--- src/rtl/frame_loader_pkg.sv ---
// Shared definitions for the frame loader: FSM encoding and word geometry helpers.
package frame_loader_pkg;

    typedef enum logic [1:0] {
        IDLE = 2'd0,
        LOAD = 2'd1,
        DONE = 2'd2
    } state_t;

    // Number of bytes packed into one RAM word.
    function automatic int bytes_per_word(input int data_width);
        return data_width / 8;
    endfunction

    // Width of the byte-phase counter; at least one bit even for single-byte words.
    function automatic int phase_width(input int bytes);
        return (bytes > 1) ? $clog2(bytes) : 1;
    endfunction

endpackage

--- src/rtl/frame_loader_if.sv ---
// Byte-stream input and RAM write port of the frame loader, bundled as one interface.
interface frame_loader_if #(
    parameter int DATA_WIDTH    = 32,
    parameter int ADDRESS_WIDTH = 12
);
    logic                     in_valid;
    logic [7:0]               in_data;
    logic                     in_ready;
    logic                     wr_en;
    logic [ADDRESS_WIDTH-1:0] wr_addr;
    logic [DATA_WIDTH-1:0]    wr_data;

    // Byte source / RAM side.
    modport master (
        output in_valid, in_data,
        input  in_ready, wr_en, wr_addr, wr_data
    );

    // Loader side.
    modport slave (
        input  in_valid, in_data,
        output in_ready, wr_en, wr_addr, wr_data
    );
endinterface

--- src/rtl/frame_loader_byte_packer.sv ---
// Packs accepted bytes little-endian into RAM words; emits a one-cycle word_valid
// the cycle after the last byte of a word is accepted. The output word only changes
// on completion, so it holds between writes.
module byte_packer
    import frame_loader_pkg::*;
#(
    parameter int DATA_WIDTH = 32
) (
    input  logic                  clk,
    input  logic                  rst_n,
    input  logic [7:0]            in_byte,
    input  logic                  valid,
    input  logic                  clear,
    output logic [DATA_WIDTH-1:0] word,
    output logic                  word_valid,
    output logic                  word_complete
);
    localparam int BYTES   = bytes_per_word(DATA_WIDTH);
    localparam int PHASE_W = phase_width(BYTES);
    localparam logic [PHASE_W-1:0] LAST_PHASE = PHASE_W'(BYTES - 1);

    logic [PHASE_W-1:0]    phase;
    logic [DATA_WIDTH-1:0] acc;
    logic [DATA_WIDTH-1:0] merged;

    assign word_complete = valid && !clear && (phase == LAST_PHASE);

    // Current partial word with the incoming byte dropped into its lane.
    always_comb begin
        merged = acc;
        merged[8*phase +: 8] = in_byte;
    end

    // Byte phase, partial-word accumulator and the completed-word register.
    always_ff @(posedge clk) begin
        if (!rst_n) begin
            phase      <= '0;
            acc        <= '0;
            word       <= '0;
            word_valid <= 1'b0;
        end else begin
            word_valid <= word_complete;
            if (clear) begin
                phase <= '0;
                acc   <= '0;
            end else if (valid) begin
                acc <= merged;
                if (word_complete) begin
                    phase <= '0;
                    word  <= merged;
                end else begin
                    phase <= phase + 1'b1;
                end
            end
        end
    end

endmodule

--- src/rtl/frame_loader.sv ---
// Frame loader: streams bytes into a frame RAM through byte_packer, owns the
// IDLE/LOAD/DONE control FSM and the write address / word counter.
module frame_loader
    import frame_loader_pkg::*;
#(
    parameter int DATA_WIDTH    = 32,
    parameter int ADDRESS_WIDTH = 12,
    parameter int DEPTH         = 4096
) (
    input  logic                   clk,
    input  logic                   rst_n,
    input  logic                   start,
    input  logic                   abort,
    frame_loader_if.slave          bus,
    output logic                   busy,
    output logic                   done,
    output logic [ADDRESS_WIDTH:0] word_count
);
    localparam logic [ADDRESS_WIDTH-1:0] LAST_ADDR = ADDRESS_WIDTH'(DEPTH - 1);

    state_t                   state;
    state_t                   state_next;
    logic                     start_go;
    logic                     last_write;
    logic                     in_ready;
    logic                     accept;
    logic                     word_complete;
    logic                     word_valid;
    logic [DATA_WIDTH-1:0]    word;
    logic [ADDRESS_WIDTH-1:0] wr_addr;

    // Start is only honoured outside LOAD, and abort always beats it.
    assign start_go   = start && !abort && (state != LOAD);
    // Write of the final frame word: ready drops here so nothing past the frame is taken.
    assign last_write = word_valid && (wr_addr == LAST_ADDR);
    assign in_ready   = (state == LOAD) && !abort && !last_write;
    assign accept     = bus.in_valid && in_ready;

    byte_packer #(
        .DATA_WIDTH(DATA_WIDTH)
    ) u_packer (
        .clk          (clk),
        .rst_n        (rst_n),
        .in_byte      (bus.in_data),
        .valid        (accept),
        .clear        (abort || start_go),
        .word         (word),
        .word_valid   (word_valid),
        .word_complete(word_complete)
    );

    // State register.
    always_ff @(posedge clk) begin
        if (!rst_n) begin
            state <= IDLE;
        end else begin
            state <= state_next;
        end
    end

    // Next-state logic; abort has priority over every other transition.
    always_comb begin
        state_next = state;
        case (state)
            IDLE: if (start_go)   state_next = LOAD;
            LOAD: if (abort)      state_next = IDLE;
                  else if (last_write) state_next = DONE;
            DONE: if (abort)      state_next = IDLE;
                  else if (start_go)   state_next = LOAD;
            default:              state_next = IDLE;
        endcase
    end

    // Write address and word counter: both advance as a word completes so they are
    // already valid during the wr_en cycle that follows.
    always_ff @(posedge clk) begin
        if (!rst_n) begin
            wr_addr    <= '0;
            word_count <= '0;
        end else if (start_go) begin
            wr_addr    <= '0;
            word_count <= '0;
        end else if (word_complete) begin
            wr_addr    <= word_count[ADDRESS_WIDTH-1:0];
            word_count <= word_count + 1'b1;
        end
    end

    assign bus.in_ready = in_ready;
    assign bus.wr_en    = word_valid;
    assign bus.wr_addr  = wr_addr;
    assign bus.wr_data  = word;
    assign busy         = (state == LOAD);
    assign done         = (state == DONE);

endmodule

--- src/flat_wrapper.sv ---
// flat-port wrapper written by rule: the top's interface ports become plain ports
module frame_loader_flat import frame_loader_pkg::*;
#(
    parameter int DATA_WIDTH    = 32,
    parameter int ADDRESS_WIDTH = 12,
    parameter int DEPTH         = 4096
)
  (clk, rst_n, start, abort, busy, done, word_count, bus_in_valid, bus_in_data, bus_in_ready, bus_wr_en, bus_wr_addr, bus_wr_data);
  frame_loader_if #(.DATA_WIDTH(DATA_WIDTH), .ADDRESS_WIDTH(ADDRESS_WIDTH)) bus_i ();
  input  logic clk;
  input  logic rst_n;
  input  logic start;
  input  logic abort;
  output logic busy;
  output logic done;
  output logic [ADDRESS_WIDTH:0] word_count;
  input wire logic [$bits(bus_i.in_valid)-1:0] bus_in_valid;
  input wire logic [$bits(bus_i.in_data)-1:0] bus_in_data;
  output wire logic [$bits(bus_i.in_ready)-1:0] bus_in_ready;
  output wire logic [$bits(bus_i.wr_en)-1:0] bus_wr_en;
  output wire logic [$bits(bus_i.wr_addr)-1:0] bus_wr_addr;
  output wire logic [$bits(bus_i.wr_data)-1:0] bus_wr_data;
  assign bus_i.in_valid = bus_in_valid;
  assign bus_i.in_data = bus_in_data;
  assign bus_in_ready = bus_i.in_ready;
  assign bus_wr_en = bus_i.wr_en;
  assign bus_wr_addr = bus_i.wr_addr;
  assign bus_wr_data = bus_i.wr_data;
  frame_loader #(.DATA_WIDTH(DATA_WIDTH), .ADDRESS_WIDTH(ADDRESS_WIDTH), .DEPTH(DEPTH)) u_core (.clk(clk), .rst_n(rst_n), .start(start), .abort(abort), .bus(bus_i), .busy(busy), .done(done), .word_count(word_count));
endmodule
--- config.mk ---
export PLATFORM = sky130hd
export DESIGN_NAME = frame_loader_flat
export DESIGN_NICKNAME = d
export VERILOG_FILES = /design/src/rtl/frame_loader_pkg.sv /design/src/rtl/frame_loader_if.sv /design/src/rtl/frame_loader_byte_packer.sv /design/src/rtl/frame_loader.sv /design/src/flat_wrapper.sv
export SDC_FILE = /design/constraint.sdc
export NUM_CORES = 1
export LEC_CHECK = 0
export CORE_MARGIN = 5
export CORE_UTILIZATION = 35
export DETAILED_ROUTE_END_ITERATION = 6
export SETUP_SLACK_MARGIN = 0.05
export SLEW_MARGIN = 20
export SYNTH_ARGS = -nofsm -noshare
export SYNTH_HDL_FRONTEND = slang
export SYNTH_SLANG_ARGS = --single-unit
--- constraint.sdc ---
create_clock -name clk -period 2.11 [get_ports clk]
set_input_delay 0.3165 -clock clk [delete_from_list [all_inputs] [get_ports clk]]
set_output_delay 0.3165 -clock clk [all_outputs]
set_load 0.05 [all_outputs]
Word level (Yosys, flattened, before mapping)
Cells that the tools add are included.
{ "totals": {"word_cells": 43, "reg_bits": 94, "output_inout_bits": 61, "inputBits": 13} }
{ "op_classes": {"bitwise": 2, "n_mux": 7, "eq_ne": 6, "reduce_logical": 16, "shift": 2, "n_addsub": 3} }
{ "op_table": {"columns": ["operator", "n"], "rows": [
  ["$neg 5->34", 1],
  ["$shift 8x34->32 const A", 1],
  ["$shiftx 8x34->32", 1],
  ["$bwmux 32", 1],
  ["$add 13x1->13 const B", 1],
  ["$eq 12x12->1 const B", 1],
  ["$mux 2", 5],
  ["$logic_and 1x1->1", 8],
  ["$pmux 2 s3", 1],
  ["$eq 2x2->1 const B", 2],
  ["$reduce_or 2->1", 2],
  ["$logic_not 1->1", 3],
  ["$ne 3x2->1 const B", 1],
  ["$reduce_and 3->1", 1],
  ["$add 2x1->2 const B", 1],
  ["$eq 2x1->1 const B", 1],
  ["$logic_not 2->1", 1],
  ["$ne 2x1->1 const B", 1],
  ["$not 1->1", 2],
  ["$logic_or 1x1->1", 1]
]} }

Longest topological paths before layout
Gate-level depths: netlist of the first run.
{ "logic_depth": {"word_depth": 8, "ltp_mapped": 8, "mapped_depth_nobuf": 7} }

By module
From an unflattened synthesis of the first run, not the netlist that was laid out.
{ "hier_totals": {"cells_unflattened": 428, "hier_area_um2": 3823.7} }
{ "modules_own_cells": {"columns": ["mod", "n_inst", "seq_area_each_um2", "cells_each", "area_per_inst_um2"], "rows": [
  ["byte_packer", 1, 1181.1, 301, 2627.5],
  ["frame_loader", 1, 540.5, 127, 1196.1]
]} }

Worst setup path before layout of the first run
OpenSTA, ideal clock, no wires.
{ "synth_timing": {"kind": "register to output", "startpoint": "reg u_core.wr_addr[1] (netlist: u_core.bus.wr_addr[1])", "endpoint": "out bus_in_ready", "stages_incl_launch_ff": 5, "slack_ps": -286, "arrival_time_ps": 2080, "n_path_buf": 1, "required_ps": 1794, "path_cell_list": "dfxtp_1 -> nand4_1 -> nor4_4 -> buf_4 -> nor3_1"} }
{ "synth_via": {"elab_chain_cells": 4} }
{ "synth_lines": {"columns": ["item", "line_no", "rtl"], "rows": [
  ["from (decl)", "frame_loader.sv:30", "logic [ADDRESS_WIDTH-1:0] wr_addr;"],
  ["from (signal assigned)", "frame_loader.sv:84", "wr_addr <= word_count[ADDRESS_WIDTH-1:0];"],
  ["$eq 12x12->1", "frame_loader.sv:35", "assign last_write = word_valid && (wr_addr == LAST_ADDR);"],
  ["$logic_and 1x1->1", "frame_loader.sv:35", null],
  ["$logic_not 1->1", "frame_loader.sv:36", "assign in_ready = (state == LOAD) && !abort && !last_write;"],
  ["$logic_and 1x1->1", "frame_loader.sv:36", null],
  ["to (decl)", "flat_wrapper.sv:19", "output wire logic [$bits(bus_i.in_ready)-1:0] bus_in_ready;"]
]} }
Every way passes these cells.

Worst setup path in the final report of the first run
{ "layout_timing": {"startpoint": "reg u_core.word_count[4]", "endpoint": "out word_count[4]"} }
{ "layout_lines": {"columns": ["item", "line_no", "rtl"], "rows": [
  ["from (decl)", "frame_loader.sv:17", "output logic [ADDRESS_WIDTH:0] word_count"],
  ["from (signal assigned)", "frame_loader.sv:85", "word_count <= word_count + 1'b1;"],
  ["to (decl)", "flat_wrapper.sv:16", "output logic [ADDRESS_WIDTH:0] word_count;"]
]} }
No word-level cell between the ends.

==> out/metrics.csv, run 1 <==
metric;value;unit
async_reset_ff_share;0;%
hold_viol;0;
drive_above_1_share;13.95;%
h-tree-depth;3;
nFillCells;1079;
max_freq;0.5043;GHz
io_pins;74;
die_area;0.01397;mm2
end_kind;output port;
synthCells;432;
synth_flop_cell;dfxtp_1;
die_y;118.2;um
holdBufCountCts;0;
max-clock-path-buffers;2;
rsz0062_at_grt;yes;
cts_tree;built;
slowest_delay;0.86;ns
wl;10080;um
synth_area_leaders;dfxtp_1 46%, o211a_1 7.8%, nor2_1 5.8%;
critPathSlowestCell;clkdlybuf4s50_1;
worst-slew-pin-transition;0.5589;ns
p_leak;2.247;nW
grt-ovfl-total;0;
synth.distinct_cells;40;
synth_most_common_cell;dfxtp_1;
finalSetupTns;0;ns
critical_path_class;reg -> out;
yosysSeqAreaShare;45.92;%
syn-num-nets;451;
vias;3345;
numCtsBuffers;9;
final_nets;530;
worst-path-buf-inv;1;
critical_path_peak_fanout;6;
reg2reg_depth;7;
setup_viol;0;
yosysTopAreaCell;dfxtp_1;
antenna_found_initial;0;
core_area;0.01147;mm2
grt_pass1_vias;3310;
clock_latency;0.34;ns
ys_warn_count;0;
grt_max_degree;38;
clk_pin_slew;0.06;ns
diodes;0;
clock-sinks;94;
finalCriticalPeriod;1.983;ns
wl_per_cell;15.30;um
ys_ff_latch;94;
pwr_density_cell;655.0;mW/mm2
hold_path_class;reg -> reg;
crit_path_start_kind;flop;
start_util;35.73;%
worst_clock_skew;0.005464;ns
yosys.area.top_type_share;45.92;%
gp_congestion;0.7976;
cp_num_cells;1;
numPortBuffers;73;
slew_viol_final;0;
holdPathStages;2;
synth_common_cells;94 x dfxtp_1, 63 x nor2_1, 38 x nand2_1, 33 x a21oi_1, 32 x o211a_1;
area_growth;32.24;%
path_cells;clkdlybuf4s50_1;
rows;39;
cts_root_buf;clkbuf_16;
drt_iter0_markers;83;
viasPerCell;5.076;
preCtsSetupSlack;-0.1018;ns
synth_edf_count;0;
status;finished clean;
syn_avg_cell_area;9.485;um2
worst_ep_arrival_time;1.67;ns
required;1.79;ns
stdcell_area;0.005419;mm2
first_pass_iters;4;
peakVddDrop;0.0005200;V
hpwlAfterDp;7008;um
slew_headroom;62.62;%
setup_ws;0.1269;ns
syn-cell-area;0.004098;mm2
grt_first_pass_wirelength;16720;um
maxCapViolCount;0;
grt_util_all_layers;14.51;%
report.power.total;3.550;mW
place_area;0.005096;mm2
die_w;118.2;um
finalCritPeriodShare;93.98;%
drcViolationCount;0;
ant_nets;0;
crit_family;buffers and inverters;
## worst paths after layout
path,start,to,slack (ns)
worst min-delay path,u_core.u_packer.acc[29]$_SDFFE_PP0P_,u_core.u_packer.acc[29]$_SDFFE_PP0P_,0.49
worst min register to register,u_core.u_packer.acc[29]$_SDFFE_PP0P_,u_core.u_packer.acc[29]$_SDFFE_PP0P_,0.49
worst max-delay path,u_core.word_count[4]$_SDFFE_PP0P_,word_count[4],0.13
worst max register to register,u_core.u_packer.phase[0]$_SDFFE_PP0P_,u_core.u_packer.acc[31]$_SDFFE_PP0P_,0.27
## metal layers
metal | routed length, um | up-vias | track usage (%)
met3 | 651 | 16 | 5.253
met4 | 192 | 0 | 5.161
met1 | 4603 | 1580 | 18.61
li1 | - | 1668 | -
met5 | 0 | - | 0
met2 | 4633 | 81 | 22.50
## where the power goes
group,internal [mW],switching (mW)
registers,1.78,0.00330
clock network,0.952,0.650
logic,0.0591,0.104
## per-stage QoR
step,cells,utilization (%),hold slack (ns)
floorplan,432,-,0.3932
global placement,643,44.44,0.4790
detailed placement,643,44.44,0.4873
CTS,659,47.09,0.4975
global route,659,47.26,0.5089
finish,659,47.26,0.4938
## sequential cells by signal, summed over array words and instances, names as in the netlist
name and cells:
u_core.word_count 13, u_core.u_packer.word_valid 1, u_core.u_packer.word 32, u_core.u_packer.phase 2, u_core.u_packer.acc 32, u_core.state 2, u_core.bus.wr_addr 12
## cell usage in the layout, fill, tap and decap left out, types with 3 or more instances in the layout
cell,Yosys,layout
clkbuf_16,0,9
xnor2_1,11,11
buf_12,0,5
buf_4,8,18
dfxtp_1,94,92
a21oi_1,33,33
ha_1,6,6
a211oi_1,21,21
a211oi_2,11,11
nor3_1,8,5
nor3b_1,3,3
inv_1,5,5
o211a_1,32,32
mux2i_1,15,15
nor2b_1,26,26
and2b_2,9,9
nand3_1,4,4
clkdlybuf4s50_1,0,70
nand2_1,38,38
nand4_1,4,4
clkbuf_1,10,3
nor2_1,63,62
## layout make-up
type	instances	area (um2)	share of cell area [%]
Sequential cell	94	1884	34.77
Clock buffer	13	250.2	4.618
Timing Repair Buffer	95	959.7	17.71
Multi-Input combinational cell	305	2074	38.28
Clock inverter	3	43.79	0.8081
Inverter	6	27.53	0.5080
Tap cell	143	178.9	3.302
## repair_timing
item | 4_1_cts | 5_1_grt
setup buffers | 0 | 0
endpoints found under the setup margin | 32 | 7
resized for setup | 2 | 4
endpoints found under the hold margin | 0 | 0
## cells by family (layout without fill, tap and decap cells)
kind of cell               Yosys count  in the layout  share of synthesized area, %
AOI/OAI and AO/OA                  100            100                         19.63
xor gates and xnor gates            11             11                         2.351
adders and majority gates            6              6                         1.832
buffers and inverters               33            117                         4.428
DFF                                 94             94                         45.92
muxes                               16             16                         4.030
and+or+nand+nor                    172            172                         21.80
Power figures use the tool's default switching activity.
==> run 2, diff against run 1 <==
--- a/config.mk
+++ b/config.mk
@@ -11,2 +11,3 @@
 export SETUP_SLACK_MARGIN = 0.05
+export SKIP_CTS_REPAIR_TIMING = 1
 export SLEW_MARGIN = 20
==> constraint.sdc (replaced) <==
create_clock -name clk -period 2.11 [get_ports clk]
set_input_delay 0.211 -clock clk [delete_from_list [all_inputs] [get_ports clk]]
set_output_delay 0.211 -clock clk [all_outputs]
set_load 0.05 [all_outputs]
==> run 2 against run 1 <==
Net effect: sequential share of layout area increased by 0.36 points; non-clock buffer count decreased by 4; combinational power about the same; setup slack got worse by 0.014 ns.
==> out/metrics.csv, run 2 (same netlist as run 1, synthesis figures left out) <==
metric;value;unit
crit_path_start_kind;flop;
die_y;118.2;um
grt-ovfl-total;0;
diodes;0;
die_w;118.2;um
clock-sinks;94;
ant_nets;0;
path_cells;nand2b_1 -> clkinv_4 -> clkdlybuf4s50_1;
h-tree-depth;3;
finalCriticalPeriod;1.997;ns
wl_per_cell;15.69;um
setup_ws;0.1134;ns
status;finished clean;
worst-slew-pin-transition;0.5700;ns
top_regs;u_core.u_packer.acc (32), u_core.u_packer.word (32), u_core.word_count (13);
peakVddDrop;0.0004954;V
core_area;0.01147;mm2
critical_path_peak_fanout;7;
nFillCells;1129;
rsz0062_at_grt;yes;
final_common_cell;dfxtp_1;
critical_path_class;reg -> out;
slowest_delay;0.82;ns
setup_viol;0;
hold_slack;0.4959;ns
final_nets;526;
drt_iter0_markers;98;
hpwlAfterDp;6852;um
antenna_found_initial;0;
numCtsBuffers;9;
hold_path_class;reg -> reg;
clk_pin_slew;0.06;ns
first_pass_iters;4;
gp_congestion;0.7745;
p_leak;2.188;nW
hp-start;u_core.u_packer.acc[5]$_SDFFE_PP0P_;
required;1.90;ns
max_freq;0.5008;GHz
die_area;0.01397;mm2
viasPerCell;5.072;
grt_pass1_vias;3231;
grt_max_degree;65;
worst-path-buf-inv;2;
wl;10260;um
layout_common_cells;91 x dfxtp_1, 72 x clkdlybuf4s50_1, 62 x nor2_1;
numPortBuffers;73;
drcViolationCount;0;
grt_first_pass_wirelength;16510;um
crit_family;buffers and inverters;
drive_above_1_share;13.31;%
worst_clock_skew;0.005732;ns
worst_ep_arrival_time;1.79;ns
clock_latency;0.34;ns
regToRegStartpoint;u_core.u_packer.phase[0]$_SDFFE_PP0P_;
critPathSlowestCell;clkdlybuf4s50_1;
preCtsSetupSlack;-0.1343;ns
end_kind;output port;
critPathLaunch;u_core.state[1]$_SDFFE_PN0P_;
hold_viol;0;
pwr_density_cell;634.0;mW/mm2
io_pins;74;
slew_headroom;61.88;%
vias;3317;
cts_tree;built;
rows;39;
start_util;35.73;%
finalCritPeriodShare;94.63;%
cts_root_buf;clkbuf_16;
max-clock-path-buffers;2;
grt_util_all_layers;14.35;%
slew_viol_final;0;
area_growth;30.99;%
maxCapViolCount;0;
-- run 2: cell types whose count changed in the layout (fill, tap and decap cells not counted) --
cell / delta
dlymetal6s2s_1: -1
clkbuf_1: -1
clkinv_2: +1
buf_6: -1
clkbuf_8: -1
dfxtp_2: +1
bufinv_16: -1
clkinvlp_4: +2
dfxtp_1: -1
clkinv_4: -1
clkdlybuf4s50_1: +2
clkbuf_16: +1
buf_4: -5
-- run 2: worst min-delay path: stages, from the launching register on --
cell and delay (ns):
dfxtp_1 0.31, nor2_1 0.09, a211oi_1 0.05
-- run 2: worst paths after layout --
kind	end	slack (ns)	depth (start not counted)
max	busy	0.11	3
min	u_core.u_packer.acc[5]$_SDFFE_PP0P_	0.50	2
max reg2reg	u_core.word_count[12]$_SDFFE_PP0P_	0.19	6
min reg2reg	u_core.u_packer.acc[5]$_SDFFE_PP0P_	0.50	2
-- run 2: where the power goes --
group | internal (mW) | switching, mW
Combinational | 0.0582 | 0.103
Sequential | 1.78 | 0.00342
Clock | 0.788 | 0.669
Total | 2.63 | 0.776
-- run 2: cell type report --
| type | count | area, um2 | share of cell area (%) |
|---|---|---|---|
| Clock inverter | 4 | 25.02 | 0.4662 |
| Clock buffer | 11 | 232.7 | 4.336 |
| Timing Repair Buffer | 91 | 943.4 | 17.58 |
| Sequential cell | 94 | 1886 | 35.13 |
| Tap cell | 143 | 178.9 | 3.333 |
| Inverter | 6 | 27.53 | 0.5128 |
| Multi-Input combinational cell | 305 | 2074 | 38.65 |
-- run 2: per-layer routing --
| layer | vias to the layer above | GRT usage, % | wire (um) |
|---|---|---|---|
| met1 | 1577 | 18.60 | 4821 |
| li1 | 1657 | - | - |
| met4 | 0 | 4.086 | 114 |
| met5 | - | 0 | 0 |
| met2 | 75 | 22.47 | 4683 |
| met3 | 8 | 5.301 | 642 |
-- run 2: metrics by stage --
step           TNS [ns]  instances  power [mW]  cell area [um2]  util, %
6_report              0        654       3.403             5368    46.81
2_1_floorplan         0        432       1.915             4105        -
5_1_grt               0        654       3.535             5368    46.81
4_1_cts          -3.727        652       3.446             5299    46.21
3_3_place_gp    -0.6497        637       1.983             5041    43.96
3_5_place_dp     -3.283        637       1.985             5041    43.96
==> run 3, diff against run 2 <==
Settings changed: CORE_MARGIN 5 to not set, SLEW_MARGIN 20 to 25.
==> run 3 against run 2 <==
Net effect: global-route usage grew 2.9 points; final area is 0.16% lower; die area decreased by 13%; largest cell class unchanged; highest routed layer unchanged.
==> out/metrics.csv, run 3 (same netlist as run 1, synthesis figures left out) <==
metric;value;unit
grt_max_degree;67;
ff2ff_setup_slack;0.23;ns
gp_congestion;0.7220;
numCtsBuffers;9;
regToRegStartpoint;u_core.u_packer.phase[0]$_SDFFE_PP0P_;
pwr_density_cell;661.2;mW/mm2
status;finished clean;
rsz0062_at_grt;no;
final_nets;526;
clk_pin_slew;0.06;ns
wl_per_cell;15.04;um
p_leak;2.215;nW
final_common_cell;dfxtp_1;
die_w;110.2;um
rows;39;
hold_path_class;reg -> reg;
crit_family;buffers and inverters;
drcViolationCount;0;
hold_viol;0;
io_pins;74;
critPathLaunch;u_core.state[1]$_SDFFE_PN0P_;
critPathSlowestCell;clkdlybuf4s50_1;
grt_util_all_layers;17.28;%
clock-sinks;94;
maxCapViolCount;0;
worst_clock_skew;0.006099;ns
start_util;35.89;%
finalCritPeriodShare;94.74;%
path_cells;nor2b_1 -> clkdlybuf4s50_1;
peakVddDrop;0.0003780;V
max_freq;0.5003;GHz
worst_ep_arrival_time;1.79;ns
reg2reg_to;u_core.word_count[12]$_SDFFE_PP0P_;
clock_latency;0.34;ns
layout_common_cells;92 x dfxtp_1, 71 x clkdlybuf4s50_1, 62 x nor2_1;
area_growth;30.78;%
diodes;0;
worst-path-buf-inv;1;
slew_headroom;61.20;%
drive_above_1_share;13.31;%
finalCriticalPeriod;1.999;ns
reg2reg_depth;6;
wl;9837;um
slew_viol_final;0;
drt_iter0_markers;115;
setup_viol;0;
antenna_found_initial;0;
cts_root_buf;clkbuf_16;
cts_tree;built;
required;1.90;ns
grt_first_pass_wirelength;15860;um
core_area;0.01142;mm2
critical_path_peak_fanout;2;
place_area;0.005044;mm2
top_regs;u_core.u_packer.acc (32), u_core.u_packer.word (32), u_core.word_count (13);
numPortBuffers;73;
stdcell_area;0.005359;mm2
critical_path_class;reg -> out;
h-tree-depth;3;
crit_path_start_kind;flop;
worst-slew-pin-transition;0.5802;ns
die_y;110.2;um
hpwlAfterDp;6637;um
max-clock-path-buffers;2;
viasPerCell;5.008;
die_area;0.01214;mm2
slowest_delay;0.87;ns
end_kind;output port;
cp_num_cells;2;
ant_nets;0;
vias;3275;
hold_slack;0.4936;ns
grt-ovfl-total;0;
cp-endpoint;done;
first_pass_iters;4;
grt_pass1_vias;3220;
run 3: how the worst min path moves through the flow:
stage / from / endpoint / depth (start not counted)
floorplan: abort / u_core.state[1]$_SDFFE_PN0P_ / 1
global placement: u_core.u_packer.word[10]$_SDFFE_PN0P_ / u_core.u_packer.word[10]$_SDFFE_PN0P_ / 1
detailed placement: u_core.u_packer.word[10]$_SDFFE_PN0P_ / u_core.u_packer.word[10]$_SDFFE_PN0P_ / 1
CTS: u_core.u_packer.acc[25]$_SDFFE_PP0P_ / u_core.u_packer.acc[25]$_SDFFE_PP0P_ / 2
global route: u_core.u_packer.word[20]$_SDFFE_PN0P_ / u_core.u_packer.word[20]$_SDFFE_PN0P_ / 1
finish: u_core.u_packer.word[10]$_SDFFE_PN0P_ / u_core.u_packer.word[10]$_SDFFE_PN0P_ / 1
run 3: metal layers:
metal | vias to the layer above | share of wire (%) | track usage, %
li1 | 1654 | - | -
met1 | 1516 | 44 | 21.08
met2 | 89 | 46 | 27.59
met3 | 16 | 7.9 | 5.879
met4 | 0 | 2.2 | 7.613
met5 | - | 0 | 0
run 3: area by class of cell:
type | count | area, um2
multi-input combinational | 305 | 2074
fill | 1119 | 6060
timing repair buffer | 91 | 903.4
clock inverter | 4 | 47.55
inverter | 6 | 27.53
clock buffer | 11 | 242.7
sequential | 94 | 1884
tap | 143 | 178.9
run 3: where the power goes:
part / switching [mW] / total (mW) / internal, mW
Sequential: 0.00313 / 1.78 / 1.78
Combinational: 0.104 / 0.162 / 0.0585
Clock: 0.658 / 1.60 / 0.940
run 3: worst register-to-register path: stages (launching register included):
cell,delay (ns)
dfxtp_1,0.39
ha_1,0.21
and2b_2,0.21
nand4_4,0.14
nor2_2,0.13
or3b_1,0.39
mux2_4,0.31
run 3: through the flow:
step	util [%]	std cells	worst slack [ns]	total power [mW]	setup TNS, ns
finish	46.93	654	0.1111	3.543	0
detailed placement	44.17	639	-0.1042	1.987	-2.115
global placement	44.17	639	-0.01287	1.983	-0.07405
global route	46.93	654	0.05519	3.670	0
CTS	46.71	654	-0.1095	3.588	-2.587
floorplan	-	432	0.1024	1.915	0
